### config.mk
export PLATFORM = sky130hd
export DESIGN_NAME = pc_sequencer
export DESIGN_NICKNAME = d
export VERILOG_FILES = /design/src/rtl/pc_sequencer.sv
export SDC_FILE = /design/constraint.sdc
export NUM_CORES = 1
export LEC_CHECK = 0
export CELL_PAD_IN_SITES_DETAIL_PLACEMENT = 0
export CELL_PAD_IN_SITES_GLOBAL_PLACEMENT = 1
export CORE_MARGIN = 5
export CORE_UTILIZATION = 48
export CTS_CLUSTER_SIZE = 16
export DETAILED_ROUTE_END_ITERATION = 16
export DONT_BUFFER_PORTS = 1
export GPL_TIMING_DRIVEN = 1
export PLACE_DENSITY = 0.8
export SLEW_MARGIN = 20
export SYNTH_ARGS = -nofsm -noshare
export SYNTH_HDL_FRONTEND = slang
export SYNTH_SLANG_ARGS = --single-unit
### constraint.sdc
create_clock -name clk -period 3.6 [get_ports clk]
set_input_delay 1.08 -clock clk [delete_from_list [all_inputs] [get_ports clk]]
set_output_delay 1.08 -clock clk [all_outputs]
set_load 0.005 [all_outputs]
### src/rtl/pc_sequencer.sv
// Program-counter control sequencer: turns decode/execute/memory events into
// next-address selects, pipeline flushes and interrupt acknowledge.
module pc_sequencer #(
  parameter int unsigned INT_SAVE_CYCLES = 2  // legal range 1..7
) (
  input  logic       clk,
  input  logic       reset,
  input  logic       intReq,
  input  logic       callD2E,
  input  logic       retE2M,
  input  logic       branchTaken,
  input  logic       hazardStall,
  output logic [1:0] pcSrc,
  output logic [1:0] firstTimeINTAfterD2E,
  output logic [1:0] firstTimeCallAfterD2E,
  output logic [1:0] firstTimeRETAfterE2M,
  output logic       flushF2D,
  output logic       flushD2E,
  output logic       intAck,
  output logic       busy
);

  localparam int unsigned CNT_W = 3;

  localparam logic [1:0] PC_NEXT   = 2'b00;
  localparam logic [1:0] PC_BRANCH = 2'b01;
  localparam logic [1:0] PC_HOLD   = 2'b10;

  typedef enum logic [2:0] {
    S_IDLE      = 3'd0,
    S_INT_SAVE  = 3'd1,
    S_INT_JUMP  = 3'd2,
    S_CALL_JUMP = 3'd3,
    S_RET_HI    = 3'd4,
    S_RET_LO    = 3'd5
  } state_e;

  typedef struct packed {
    logic [1:0] pc_src;
    logic [1:0] ft_int;
    logic [1:0] ft_call;
    logic [1:0] ft_ret;
    logic       flush_f2d;
    logic       flush_d2e;
    logic       int_ack;
    logic       busy;
  } ctrl_t;

  state_e           state_q, state_d;
  logic [CNT_W-1:0] cnt_q, cnt_d;
  logic             int_pend_q, int_pend_d;
  logic             br_flag_q, br_flag_d;
  logic             st_flag_q, st_flag_d;
  ctrl_t            ctrl_q, ctrl_d;

  // State, flags and the decoded outputs all advance together on the edge.
  always_ff @(posedge clk or negedge reset) begin
    if (!reset) begin
      state_q    <= S_IDLE;
      cnt_q      <= '0;
      int_pend_q <= 1'b0;
      br_flag_q  <= 1'b0;
      st_flag_q  <= 1'b0;
      ctrl_q     <= '0;
    end else begin
      state_q    <= state_d;
      cnt_q      <= cnt_d;
      int_pend_q <= int_pend_d;
      br_flag_q  <= br_flag_d;
      st_flag_q  <= st_flag_d;
      ctrl_q     <= ctrl_d;
    end
  end

  always_comb begin
    state_d    = state_q;
    cnt_d      = cnt_q;
    int_pend_d = int_pend_q | intReq;
    br_flag_d  = 1'b0;
    st_flag_d  = 1'b0;
    ctrl_d     = '0;

    unique case (state_q)
      S_IDLE: begin
        if (int_pend_q || intReq) begin
          state_d = S_INT_SAVE;
          cnt_d   = CNT_W'(INT_SAVE_CYCLES - 1);
        end else if (callD2E) begin
          state_d = S_CALL_JUMP;
        end else if (retE2M) begin
          state_d = S_RET_HI;
        end else if (branchTaken) begin
          br_flag_d = 1'b1;
        end else if (hazardStall) begin
          st_flag_d = 1'b1;
        end
      end
      S_INT_SAVE: begin
        if (cnt_q == '0) begin
          state_d = S_INT_JUMP;
          // A fresh request on the jump edge is a new interrupt, not this one.
          int_pend_d = intReq;
        end else begin
          cnt_d = cnt_q - CNT_W'(1);
        end
      end
      S_INT_JUMP:  state_d = S_IDLE;
      S_CALL_JUMP: state_d = S_IDLE;
      S_RET_HI:    state_d = S_RET_LO;
      S_RET_LO:    state_d = S_IDLE;
      default:     state_d = S_IDLE;
    endcase

    // Moore decode of the upcoming state, registered alongside it.
    unique case (state_d)
      S_IDLE: begin
        if (br_flag_d) begin
          ctrl_d.pc_src    = PC_BRANCH;
          ctrl_d.flush_f2d = 1'b1;
          ctrl_d.flush_d2e = 1'b1;
        end else if (st_flag_d) begin
          ctrl_d.pc_src = PC_HOLD;
        end else begin
          ctrl_d.pc_src = PC_NEXT;
        end
      end
      S_INT_SAVE: begin
        ctrl_d.pc_src    = PC_HOLD;
        ctrl_d.flush_f2d = 1'b1;
        ctrl_d.busy      = 1'b1;
      end
      S_INT_JUMP: begin
        ctrl_d.ft_int    = 2'b11;
        ctrl_d.int_ack   = 1'b1;
        ctrl_d.flush_f2d = 1'b1;
        ctrl_d.flush_d2e = 1'b1;
        ctrl_d.busy      = 1'b1;
      end
      S_CALL_JUMP: begin
        ctrl_d.ft_call   = 2'b11;
        ctrl_d.flush_f2d = 1'b1;
        ctrl_d.busy      = 1'b1;
      end
      S_RET_HI: begin
        ctrl_d.ft_ret    = 2'b11;
        ctrl_d.pc_src    = PC_HOLD;
        ctrl_d.flush_f2d = 1'b1;
        ctrl_d.flush_d2e = 1'b1;
        ctrl_d.busy      = 1'b1;
      end
      S_RET_LO: begin
        ctrl_d.ft_ret    = 2'b01;
        ctrl_d.pc_src    = PC_HOLD;
        ctrl_d.flush_f2d = 1'b1;
        ctrl_d.flush_d2e = 1'b1;
        ctrl_d.busy      = 1'b1;
      end
      default: ctrl_d = '0;
    endcase
  end

  assign pcSrc                 = ctrl_q.pc_src;
  assign firstTimeINTAfterD2E  = ctrl_q.ft_int;
  assign firstTimeCallAfterD2E = ctrl_q.ft_call;
  assign firstTimeRETAfterE2M  = ctrl_q.ft_ret;
  assign flushF2D              = ctrl_q.flush_f2d;
  assign flushD2E              = ctrl_q.flush_d2e;
  assign intAck                = ctrl_q.int_ack;
  assign busy                  = ctrl_q.busy;

endmodule

======== After elaboration in Yosys (flattened, before gate mapping) ========
Index checks and enable logic that the tools add are counted.
cells by class
  eq/ne operators ......................... 9
  add/subtract/negate cells ............... 1
  bitwise logic cells ..................... 1
  reductions and logical operators ........ 9
  muxes and demuxes ....................... 32
operators with widths
  cell                                               number
  2-to-1 mux 3 bit                                   6
  2-to-1 mux 1 bit                                   15
  2-to-1 mux 2 bit                                   5
  == test 3 bit (second input constant)              3
  zero test 3 bit                                    3
  one-hot mux 3 bit (3 select lines)                 1
  one-hot mux 2 bit (2 select lines)                 2
  == test 3 x 1 -> 1 bit (second input constant)     2
  == test 3 x 2 -> 1 bit (second input constant)     2
  one-hot mux 3 bit (2 select lines)                 1
  OR reduction 3 bit                                 2
  OR reduction 5 bit                                 1
  inequality test 2 bit (second input constant)      2
  one-hot mux 1 bit (2 select lines)                 2
  AND reduction 3 bit                                1
  subtractor 3 x 1 -> 3 bit (second input constant)  1
  nonzero test 2 bit                                 1
  logical OR 1 bit                                   1
  OR 1 bit                                           1
storage, ports and cells
  input port bits ......................... 7
  flip-flop bits (word level) ............. 19
  word-level logic and storage cells ...... 63

======== Logic depth before layout (Yosys ltp) ========
Gate-level depths: netlist of run 1.
  depth after elaboration ................. 9
  gate-level depth with buffers ........... 8

======== Worst setup path before layout of run 1 ========
No wires, ideal clock.
  kind .................................... input port to flip-flop
  from .................................... in intReq
  to ...................................... reg ctrl_q, in the netlist flushD2E
  setup time .............................. 76 ps
  arrival time ............................ 1809 ps
  path slack .............................. 1715 ps
  stages .................................. 4
  cell sequence ........................... nor4_2 > and4b_1 > nor3_1 > o21ai_1
RTL lines
  element               RTL line  text
  from (decl)           8         input logic intReq,
  to (signal assigned)  71        ctrl_q <= ctrl_d;
  to (decl)             54        ctrl_t ctrl_q, ctrl_d;

======== Worst setup path in the final report of run 1 ========
  from .................................... reg ctrl_q, in the netlist firstTimeINTAfterD2E[0]
  to ...................................... out firstTimeINTAfterD2E[0]
RTL lines
  element    RTL line  text
  to (decl)  14        output logic [1:0] firstTimeINTAfterD2E,
No word-level cell between the ends.

==> impl_results.md, run 1 <==
* Outcome: completed
* Filler cells at 118
* Post-synthesis sequential area ratio at 56.6%
* Crit. End Element: output port
* Share of the synthesized area in the top cell type at 56.6%
* Leakage at 0.369 nW
* Count of cell types in the netlist at 25
* H-tree depth at 1
* Largest cells by area after synthesis: dfrtp_1 57%, inv_1 4.2%, ha_1 3.5%
* Clock transition at path regs at 0.08 ns
* Final ANT Viol Nets at 0
* Multi-input gate area at 254 sq um
* CTS max path bufs at 2
* Register area at 400 sq um
* Vias/cell at 5.58
* CTS buffer count at 3
* Final Hold Viols at 0
* Gate Count Post-Synth at 64
* Clk Tree Root Cell: clkbuf_4
* Post-Synthesis Net Count at 73
* Hold Path Sink: cnt_q[0]
* Synth Cell Area at 707 sq um
* Post-CTS resize count at 0
* CP startpoint kind: register
* Worst r2r src: state_q[1]
* Vias at 441
* Setup TNS at 0 ns
* Worst endpoint required time at 2.52 ns
* Yosys warns at 0
* Synthesized flop and latch total at 16
* Rows at 13
* Most frequent cells in the layout: 16 x dfrtp_1, 8 x inv_1, 4 x nor2_1, 4 x nand2_1
* VDD IR-drop max at 404 uV
* Post-Route WL at 1120 um
* WHS Path Cells at 1
* Worst Reg-to-Reg Cells at 4
* Total gr overflow at 0
* Final setup fails at 0
* Initial drt markers at 8
* N_diodes at 0
* IO buf count at 0
* Pins Over Slew Limit at 0
* First-pass GRT wire length at 1910 um
* Max Cap Violations at 0
* Initial cell density of the core at 52.4%
* Per-cell routed wire length at 14.1 um
* Flop-to-flop setup slack at 2.03 ns
* Worst min-delay path class: reg2reg
* Crit share post-route at 49.4%
* HP Start: cnt_q[0]
* RSZ-0062 raised after global routing: no
* Global placement routability congestion at 0.792
* Crit path max fanout at 3
* Share of cells above drive strength 1 at 10.9%
* Power per cell area at 827 nW/um^2
* Area delta synth->final at 2.65%
* Die area at 2340 sq um
* Fin nets at 75
* Ports at 19
* Total power at 600 uW
* Commonest non-fill, non-tap cell in the layout: dfrtp_1
* Core area at 1350 sq um
* Clock skew at 0.00400 ns
* Fmax at 562 MHz
* CTS tree: yes
* DP Wirelength at 895 um
* Setup Fix Bufs, Post-CTS at 0
* Cell taking the most area after synthesis: dfrtp_1
* Largest net degree at the start of global routing at 17
* Relative slew slack at 72.9%
* CTS Hold Bufs at 0
* Type of the worst setup path: reg2out
* Clock sink count at 16
* Worst-Margin Slew at 0.403 ns
* Die height at 48.4 um
* Initial antenna violation count at 0
* Synthesized area per cell at 11.0 sq um
* Reg-to-Reg End: cnt_q[1]
* CP arrival at 0.70 ns
* GRT Total Usage at 9.96%
* Vias in the first global route at 440
* # DRC at 0
* Worst-Skew Late Latency at 0.27 ns
* Post-route minimum period at 1.78 ns
* Die width at 48.4 um
* Setup crit start: firstTimeINTAfterD2E[0]
* First-pass DRT Iterations at 4
## logic make-up after synthesis
family          Yosys count  share of synthesized area [%]
buf+inv                  11                           7.43
flops                    16                           56.6
compound gates           11                           10.6
fa+ha+maj                 2                           3.54
simple gates             24                           21.8
## final cells by class
| cell class | count | share of cell area [%] |
|---|---|---|
| multi-input cells | 37 | 35.0 |
| clock buffers | 3 | 3.10 |
| flip-flops and latches | 16 | 55.2 |
| inverters | 8 | 4.14 |
| well taps | 15 | 2.59 |
## how the worst max path moves through the flow
stage | cells after the start | slack, ns | to
finish | 0 | 1.82 | firstTimeINTAfterD2E[0]
global route | 0 | 1.79 | firstTimeINTAfterD2E[0]
CTS | 0 | 1.81 | firstTimeINTAfterD2E[0]
detailed placement | 4 | 1.60 | cnt_q[1]
global placement | 4 | 1.60 | flushD2E
floorplan | 4 | 1.71 | flushD2E
## Yosys cell counts
cell type,n
or3b_1,1
o21ai_0,2
a21o_1,1
nor2_1,4
nor4b_1,1
and4b_1,1
o21ai_1,3
and3_1,1
buf_4,3
nor3b_2,1
nand3_1,2
a31oi_1,2
nand4_2,1
nand2b_1,2
ha_1,2
o32ai_2,1
nor4_2,1
dfrtp_1,16
nor2b_1,3
inv_1,8
nand2_1,4
nor3_1,1
a21oi_1,1
o2bb2ai_1,1
nand4_1,1
## registers in the layout, summed over array words and instances (netlist names)
register / flops
flushD2E: 1
int_pend_q: 1
busy: 1
cnt_q: 3
firstTimeCallAfterD2E: 1
state_q: 3
firstTimeRETAfterE2M: 2
pcSrc: 2
flushF2D: 1
firstTimeINTAfterD2E: 1
## stage by stage
step / util (%) / cell area (sq um) / worst slack (ns) / hold slack (ns) / cells
finish: 53.8 / 726 / 1.82 / 0.474 / 79
global route: 53.8 / 726 / 1.79 / 0.471 / 79
detailed placement: 52.1 / 703 / 1.60 / 0.465 / 76
floorplan: - / 707 / 1.71 / 0.444 / 64
CTS: 53.8 / 726 / 1.81 / 0.479 / 79
global placement: 52.1 / 703 / 1.60 / 0.461 / 76
## worst reg2reg max path: cells and delay by family, from the launching register on
family / cells / cell delay [ns]
AO/OA/AOI/OAI: 2 / 0.43
AND/OR/NAND/NOR: 2 / 0.60
flip-flops: 1 / 0.43
## routing by layer
metal	GRT usage [%]	routed length [um]	share of wire, %
met1	13.3	526	47
met2	15.4	502	45
met3	2.14	77	6.9
met4	4.15	10	0.90
met5	0	0	0
## power breakdown
| group | switching [mW] | internal (mW) |
|---|---|---|
| Clock | 0.0473 | 0.0386 |
| Sequential | 0.0453 | 0.242 |
| Combinational | 0.133 | 0.0942 |
| Total | 0.225 | 0.375 |
Power figures use the tool's default switching activity.
==> run 2: changes to the inputs <==
CORE_UTILIZATION = 40   (was 48)
PLACE_DENSITY = 0.71   (was 0.8)
clock period = 1.4 ns   (was 3.6 ns; I/O delays follow)
==> run 2 against run 1 <==
  * Final area grew 32%
  * Clock-buffer cell count unchanged
  * Wire length up 27%
  * Via count increased by 17%
  * Clock skew is 0.00062 ns higher
  * Die area up 16%
  * Non-clock buffer count grew 17
  * Sequential share of layout area is 13 points lower
  * Core utilization grew 2.1 points
  * Worst setup slack lost 1.8 ns
  * Critical endpoint is now cnt_q[1]
  * First-iteration DRC count fell by 25%
  * Largest cell class unchanged
==> impl_results.md, run 2 (synthesis gave the netlist of run 1 again) <==
* Worst-Margin Slew at 0.698 ns
* Most frequent cells in the layout: 16 x dfrtp_1, 16 x buf_4, 6 x inv_1, 3 x nand2_1, 3 x clkbuf_4
* Register area at 400 sq um
* Final setup fails at 0
* Hold Path Sink: int_pend_q
* HP Start: intReq
* Die area at 2710 sq um
* Rows at 15
* Pins Over Slew Limit at 0
* Initial cell density of the core at 41.4%
* Multi-input gate area at 340 sq um
* CTS buffer count at 3
* Die width at 52.0 um
* RSZ-0062 raised after global routing: yes
* Total gr overflow at 0
* Die height at 52.0 um
* Worst endpoint required time at 1.57 ns
* Max Cap Violations at 0
* Initial drt markers at 6
* Type of the worst setup path: reg2reg
* GRT Total Usage at 11.5%
* DP Wirelength at 1000 um
* WHS Path Cells at 1
* Fmax at 733 MHz
* Setup WS post-layout at 0.0365 ns
* Largest net degree at the start of global routing at 17
* Pre-CTS setup slack at -0.0223 ns
* CP arrival at 1.54 ns
* Share of cells above drive strength 1 at 44.4%
* CP startpoint kind: register
* First-pass DRT Iterations at 4
* Initial antenna violation count at 0
* Relative slew slack at 53.3%
* Leakage at 0.464 nW
* Global placement routability congestion at 0.810
* Core area at 1710 sq um
* Post-route minimum period at 1.36 ns
* CTS tree: yes
* Power per cell area at 2210 nW/um^2
* Crit. End Element: register
* Setup TNS at 0 ns
* Vias at 518
* Crit path max fanout at 3
* Ports at 19
* Clock transition at path regs at 0.09 ns
* Final Hold Viols at 0
* N_diodes at 0
* Worst-Skew Late Latency at 0.28 ns
* Post-Route WL at 1410 um
* # DRC at 0
* Vias/cell at 4.89
* First-pass GRT wire length at 2130 um
* VDD IR-drop max at 1110 uV
* Outcome: completed
* Final ANT Viol Nets at 0
* Non-Filler Instances at 106
* Top flop regs: cnt_q x3, state_q x3
* Worst min-delay path class: in2reg
* H-tree depth at 1
* Clk Tree Root Cell: clkbuf_4
* IO buf count at 0
* Area delta synth->final at 35.0%
* Flop-to-flop setup slack at 0.04 ns
* Fin nets at 92
* Worst r2r src: state_q[1]
* DP Cell Count at 97
* Clock sink count at 16
* Vias in the first global route at 491
* Worst Reg-to-Reg Cells at 4
* Filler cells at 153
* Crit share post-route at 97.4%
* Reg-to-Reg End: cnt_q[1]
* Clock skew at 0.00462 ns
* Per-cell routed wire length at 13.3 um
* CTS max path bufs at 2
[run 2: cell count changes in the layout (fill, tap and decap cells not counted), sizes merged]
cell,delta
buf,+16
dlygate4sd3,+1
[run 2: stage by stage]
stage / hold slack, ns / area (sq um) / utilization (%) / total power [mW]
floorplan: 0.124 / 707 / - / 1.23
global placement: 0.125 / 798 / 46.7 / 1.47
detailed placement: 0.125 / 798 / 46.7 / 1.49
CTS: 0.229 / 851 / 49.8 / 1.77
global route: 0.215 / 955 / 55.9 / 2.28
finish: 0.235 / 955 / 55.9 / 2.11
[run 2: repair_timing]
action | 4_1_cts | 5_1_grt
gates resized for setup | 2 | 16
buffers inserted | 2 | 3
hold buffers | 1 | 0
setup endpoints to repair | 3 | 8
endpoints found under the hold margin | 16 | 0
pin swaps | 2 | 2
cloned | 0 | 0
[run 2: worst max-delay path by stage]
| stage | startpoint | endpoint | cells past startpoint |
|---|---|---|---|
| final | state_q[1] | cnt_q[1] | 4 |
| after global routing | state_q[1] | cnt_q[1] | 4 |
| after CTS | state_q[1] | cnt_q[1] | 4 |
| after detailed placement | state_q[1] | cnt_q[1] | 4 |
| after global placement | state_q[1] | cnt_q[1] | 4 |
| after floorplan | state_q[1] | cnt_q[1] | 4 |
[run 2: layout make-up]
class	instances	share of cell area, %
Multi-Input combinational cell	37	35.6
Tap cell	25	3.28
Sequential cell	16	41.9
Inverter	8	3.15
Timing Repair Buffer	17	13.6
Clock buffer	3	2.36
[run 2: power by group]
group          total [mW]  leakage, nW  switching, mW  internal [mW]
registers           0.738        0.200          0.117          0.621
logic                1.14        0.250          0.551          0.592
clock network       0.232       0.0138          0.132         0.0996
[run 2: worst max-delay path, cell delays in order, from the launching register on]
cell and delay (ns):
dfrtp_1 0.41, or3b_4 0.42, o32ai_4 0.15, nand4_4 0.15
o2bb2ai_2 0.14
[run 2: metal layers]
metal / part of all wire (%) / wire length [um] / GRT usage, %
met1: 40 / 567 / 12.7
met2: 53 / 754 / 19.2
met3: 5.5 / 78 / 3.44
met4: 0.85 / 12 / 6.55
met5: 0 / 0 / 0
